**config.mk**
```make
export PLATFORM = sky130hd
export DESIGN_NAME = regfile_sb
export DESIGN_NICKNAME = d
export VERILOG_FILES = /design/src/rtl/regfile_sb.sv
export SDC_FILE = /design/constraint.sdc
export NUM_CORES = 2
export LEC_CHECK = 0
export ABC_CLOCK_PERIOD_IN_PS = 11600
export BUFFER_PORTS_ARGS = -buffer_cell sky130_fd_sc_hd__clkbuf_2
export CAP_MARGIN = 20
export CORE_ASPECT_RATIO = 1.1
export CORE_MARGIN = 8
export CORE_UTILIZATION = 45
export CTS_BUF_LIST = sky130_fd_sc_hd__clkbuf_8
export CTS_CLUSTER_DIAMETER = 80
export DETAILED_ROUTE_END_ITERATION = 7
export PLACE_DENSITY = 0.58
export SLEW_MARGIN = 10
export SYNTH_ARGS = -nofsm -noshare
export SYNTH_HDL_FRONTEND = slang
export SYNTH_SLANG_ARGS = --single-unit
```
**constraint.sdc**
```tcl
create_clock -name clk -period 11.6 [get_ports clk]
set_input_delay 1.16 -clock clk [delete_from_list [all_inputs] [get_ports clk]]
set_output_delay 1.16 -clock clk [all_outputs]
set_load 0.05 [all_outputs]
```
**src/rtl/regfile_sb.sv**
```systemverilog
// Multi-port integer register file with per-register pending-write scoreboard.
// Optional same-cycle write-through forwarding on reads: define REGFILE_BYPASS_EN.
module regfile_sb #(
  parameter int XLEN  = 32,
  parameter int NREGS = 32,
  parameter int NRD   = 2,
  parameter int NWR   = 1
) (
  input  logic                              clk,
  input  logic                              rst,
  input  logic [NRD*$clog2(NREGS)-1:0]      rd_addr,
  output logic [NRD*XLEN-1:0]               rd_data,
  output logic [NRD-1:0]                    rd_busy,
  input  logic [NWR-1:0]                    wr_en,
  input  logic [NWR*$clog2(NREGS)-1:0]      wr_addr,
  input  logic [NWR*XLEN-1:0]               wr_data,
  input  logic                              iss_valid,
  input  logic [$clog2(NREGS)-1:0]          iss_rd,
  output logic                              iss_ready,
  output logic [$clog2(NREGS):0]            busy_cnt
);

  localparam int AW = $clog2(NREGS);

  logic [XLEN-1:0]  mem_q [NREGS];
  logic [XLEN-1:0]  mem_d [NREGS];
  logic [NREGS-1:0] busy_q;
  logic [NREGS-1:0] busy_d;
  logic [AW:0]      busy_cnt_q;
  logic [AW:0]      busy_cnt_d;
  logic             fire;

  function automatic logic [AW:0] popcount(input logic [NREGS-1:0] v);
    logic [AW:0] c;
    c = '0;
    for (int i = 0; i < NREGS; i++) begin
      c = c + {{AW{1'b0}}, v[i]};
    end
    return c;
  endfunction

  // x0 is never busy, so a claim of x0 is always accepted and sets nothing
  assign iss_ready = !busy_q[iss_rd];
  assign fire      = iss_valid && iss_ready;
  assign busy_cnt  = busy_cnt_q;

  always_comb begin
    mem_d = mem_q;
    // ascending lane order makes the highest lane win on address collisions
    for (int k = 0; k < NWR; k++) begin
      if (wr_en[k] && (wr_addr[k*AW +: AW] != '0)) begin
        mem_d[wr_addr[k*AW +: AW]] = wr_data[k*XLEN +: XLEN];
      end
    end
    mem_d[0] = '0;
  end

  always_comb begin
    busy_d = busy_q;
    for (int k = 0; k < NWR; k++) begin
      if (wr_en[k]) begin
        busy_d[wr_addr[k*AW +: AW]] = 1'b0;
      end
    end
    // a new claim is applied after the writeback clears so the set wins
    if (fire) begin
      busy_d[iss_rd] = 1'b1;
    end
    busy_d[0]  = 1'b0;
    busy_cnt_d = popcount(busy_d);
  end

  always_ff @(posedge clk) begin
    if (rst) begin
      for (int i = 0; i < NREGS; i++) begin
        mem_q[i] <= '0;
      end
      busy_q     <= '0;
      busy_cnt_q <= '0;
    end else begin
      mem_q      <= mem_d;
      busy_q     <= busy_d;
      busy_cnt_q <= busy_cnt_d;
    end
  end

  always_comb begin
    rd_data = '0;
    rd_busy = '0;
    for (int p = 0; p < NRD; p++) begin
      rd_data[p*XLEN +: XLEN] = mem_q[rd_addr[p*AW +: AW]];
      rd_busy[p]              = busy_q[rd_addr[p*AW +: AW]];
`ifdef REGFILE_BYPASS_EN
      for (int k = 0; k < NWR; k++) begin
        if (wr_en[k] && (wr_addr[k*AW +: AW] == rd_addr[p*AW +: AW]) &&
            (rd_addr[p*AW +: AW] != '0)) begin
          rd_data[p*XLEN +: XLEN] = wr_data[k*XLEN +: XLEN];
          rd_busy[p]              = 1'b0;
        end
      end
`else
      ;
`endif
    end
  end

endmodule

```
==> results.sh <==
export IMPL_ant_nets=0
export IMPL_cts_tree="done"
export IMPL_clock_sinks=1029
export IMPL_synth_top_cells_by_count="nand2_1 (2097), dfxtp_1 (1029), a21oi_1 (999)"
export IMPL_min_period_ns=6.95
export IMPL_crit_arrival_ns=7.70
export IMPL_crit_path_start_kind="input pin"
export IMPL_synth_most_common_cell="nand2_1"
export IMPL_rr_endpoint="busy_cnt[4]$_SDFF_PP0_"
export IMPL_synth_seq_area_share_pct=38.8
export IMPL_switchingPower_mw=2.13
export IMPL_hpwl_um=114000
export IMPL_setup_viol_count_final=0
export IMPL_powerDensity_mw_per_mm2=133
export IMPL_r2r_start="busy_q[1]$_SDFF_PP0_"
export IMPL_met2_length_um=92800
export IMPL_path_class="in -> reg"
export IMPL_yosys_area_top_type="dfxtp_1"
export IMPL_fillers=11000
export IMPL_comb_power_share_pct=9.3
export IMPL_ff2ff_setup_slack_ns=5.53
export IMPL_cp_slowest_stage_delay_ns=0.87
export IMPL_syn_nets=6110
export IMPL_slew_limit_headroom_pct=20.9
export IMPL_slew_violations=0
export IMPL_worst_pin_slew_ns=1.18
export IMPL_fin_util_pct=49.2
export IMPL_power_frac_seq_pct=46.8
export IMPL_drc=0
export IMPL_core_area_sq_mm=0.117
export IMPL_tns_ns=0
export IMPL_syn_inst=6024
export IMPL_vias=46600
export IMPL_dieArea_sq_mm=0.129
export IMPL_final_hold_viol_count=0
export IMPL_rsz0062_at_grt="no"
export IMPL_grt_max_degree=195
export IMPL_clock_latency_ns=0.91
export IMPL_wl_per_cell_um=27.3
export IMPL_routed_via_density=6.22
export IMPL_whs_path_depth=2
export IMPL_io_pins=129
export IMPL_multi_input_area_sq_mm=0.0301
export IMPL_wl_um=205000
export IMPL_place_inst=7173
export IMPL_drtPass1Iterations=6
export IMPL_synth_seq_cells=1029
export IMPL_synthFlopType="dfxtp_1"
export IMPL_r2r_worst_path_cells=20
export IMPL_async_reset_ff_share_pct=0
export IMPL_p_int_mw=5.54
export IMPL_hp_class="reg -> reg"
export IMPL_cap_violations=0
export IMPL_ys_warn_count=0
export IMPL_wl_met1_um=80200
export IMPL_worstPathRequired_ns=12.36
export IMPL_fin_cells=7489
export IMPL_yosys_top_cells_area="dfxtp_1 (39%), mux4_2 (18%), nand2_1 (15%), a21oi_1 (9.4%), mux2i_1 (3.1%)"
export IMPL_grt_pass1_vias=44400
export IMPL_crit_chain="clkbuf_2, nor3b_2, nand2_2, a22oi_1, fa_1, fa_1, fa_1, inv_1, fa_1, inv_1, fa_1, fa_1, inv_1, fa_1, inv_1, fa_1, nor2b_1, o21ai_0, a21boi_0, nor3_1"
export IMPL_die_h_um=376
export IMPL_cts_buffers=176
export IMPL_p_total_mw=7.67
export IMPL_synth_edf_count=0
export IMPL_holdCritStartpoint="mem_q[281]$_SDFFE_PP0P_"
export IMPL_holdPathEnd="mem_q[281]$_SDFFE_PP0P_"
export IMPL_grt_ovfl_total=0
export IMPL_antenna_found_initial=13
export IMPL_ir_drop_mv=0.110
export IMPL_status="completed"
export IMPL_seq_area_sq_mm=0.0206
export IMPL_synth_top_area_share_pct=38.8
export IMPL_grt_usage_pct=30.7
export IMPL_min_period_over_period_pct=59.9
export IMPL_chipWidth_um=344
export IMPL_leakage_nw=19.2
export IMPL_power_frac_clock_pct=43.9
export IMPL_crit_path_end_kind="flop"
export IMPL_fmax_ghz=0.144
export IMPL_dpl_worst_slack_ns=3.75
export IMPL_skew_ns=0.0209
export IMPL_io_buffers=128
export IMPL_grt_pass1_wl_um=298000
export IMPL_clkSlewWorstSetupHoldPaths_ns=0.06
export IMPL_post_cts_setup_buffers=0
export IMPL_drt_initial_drc_count=5546
export IMPL_worst_slack_ns=4.65
export IMPL_hold_buffers=0
export IMPL_path_max_fanout=33
export IMPL_met3_wirelength_um=22700
export IMPL_worst_path_most_repeated_cell="fa_1"
export IMPL_cts_root_buffer="clkbuf_8"
export IMPL_finalWeightedCongestion=0.885
export IMPL_clock_path_buffers=3
export IMPL_avgSynthCellArea_sq_um=8.82
export IMPL_p_sw_share_pct=27.8
export IMPL_drive_above_1_share_pct=17.9
export IMPL_final_net_count=5898
export IMPL_rows=132
export IMPL_area_delta_synth_final_pct=8.79
export IMPL_top_layer="met5"
export IMPL_start_util_pct=45.2
export IMPL_crit_slowest_cell="nand2_2"
export IMPL_synth_distinct_cells=49
export IMPL_cts_htree_levels=4
export IMPL_cts_resized=0
export IMPL_syn_area_sq_mm=0.0531
## logic make-up (layout without fill, tap and decap cells)
| family | after synthesis | count (layout) | synth area share, % |
|---|---|---|---|
| AO/OA/AOI/OAI | 1370 | 1370 | 15.1 |
| XOR/XNOR | 1 | 1 | 0.0165 |
| adder cells (fa/ha/maj) | 30 | 30 | 1.03 |
| buffers and inverters | 641 | 557 | 5.31 |
| flip-flops | 1029 | 1029 | 38.8 |
| multiplexers | 671 | 671 | 23.1 |
| other | 0 | 8 | 0 |
| AND/OR/NAND/NOR | 2282 | 2282 | 16.7 |
## critical path, delay by kind of cell
family / cells / cell delay (ns)
buf+inv: 5 / 0.40
fa+ha+maj: 8 / 3.57
compound gates: 3 / 0.85
simple gates: 4 / 1.70
## placed cells by master (no fill, tap or decap), drive strengths merged, types with 3 or more instances in the layout
cell type  Yosys  routed
bufinv         0       3
mux4         435     435
nor3b          8       8
nor3           8       8
a211oi        33      33
inv           26      92
o22ai         34      34
ha             7       7
o21ai         36      36
clkinvlp       0       3
dfxtp       1029    1029
o31ai         33      33
or3b           4       4
o221ai        33      33
fa            23      23
mux2i        167     167
nor2          83      83
clkbuf       445     343
clkinv         0      11
nand3          3       3
mux2          69      69
nand2       2097    2097
a221oi        35      35
and3          37      37
a21oi        999     999
diode          0       8
a22o         112     112
and3b          7       7
o211ai         6       6
a22oi         11      11
nor2b         20      20
buf          170     105
nand3b         5       5
a2111o        33      33
nand2b         6       6
## worst max-delay path by stage
stage	startpoint	end	slack (ns)
floorplan	iss_rd[0]	busy_cnt[4]$_SDFF_PP0_	4.97
global placement	wr_addr[0]	busy_cnt[4]$_SDFF_PP0_	3.76
detailed placement	wr_addr[0]	busy_cnt[4]$_SDFF_PP0_	3.75
CTS	wr_addr[0]	busy_cnt[4]$_SDFF_PP0_	4.74
global route	wr_en	busy_cnt[4]$_SDFF_PP0_	4.28
finish	wr_en	busy_cnt[4]$_SDFF_PP0_	4.65
## routing by layer
layer	up-vias	global-route usage (%)
li1	20700	-
met1	22900	40.5
met2	2477	47.9
met3	540	7.83
met4	8	13.0
met5	-	0
## power by group through the flow
stage / Sequential, mW / Clock (mW) / Combinational, mW
finish: 3.59 / 3.37 / 0.711
global route: 3.59 / 3.56 / 0.736
CTS: 3.59 / 3.41 / 0.697
detailed placement: 3.66 / 0 / 0.696
global placement: 3.66 / 0 / 0.693
floorplan: 3.66 / 0 / 0.465
## stage by stage
| stage | hold slack (ns) | cell area (sq um) |
|---|---|---|
| after floorplan | 0.442 | 53100 |
| after global placement | 0.449 | 54100 |
| after detailed placement | 0.455 | 54200 |
| after CTS | 0.463 | 57700 |
| after global routing | 0.480 | 57800 |
| final | 0.464 | 57800 |
## flip-flops by register name, summed over array words and instances (netlist names)
name      flops
mem_q       992
busy_q       31
busy_cnt      6
## layout make-up
type                       count  area share [%]
clock inverter                83           0.792
antenna                        8          0.0346
inverter                      26           0.169
multi-input combinational   4354            52.0
tap                         1541            3.34
clock buffer                 223            5.31
sequential                  1029            35.6
timing repair buffer         225            2.69
Note: power is estimated with default switching activity, not from simulation.
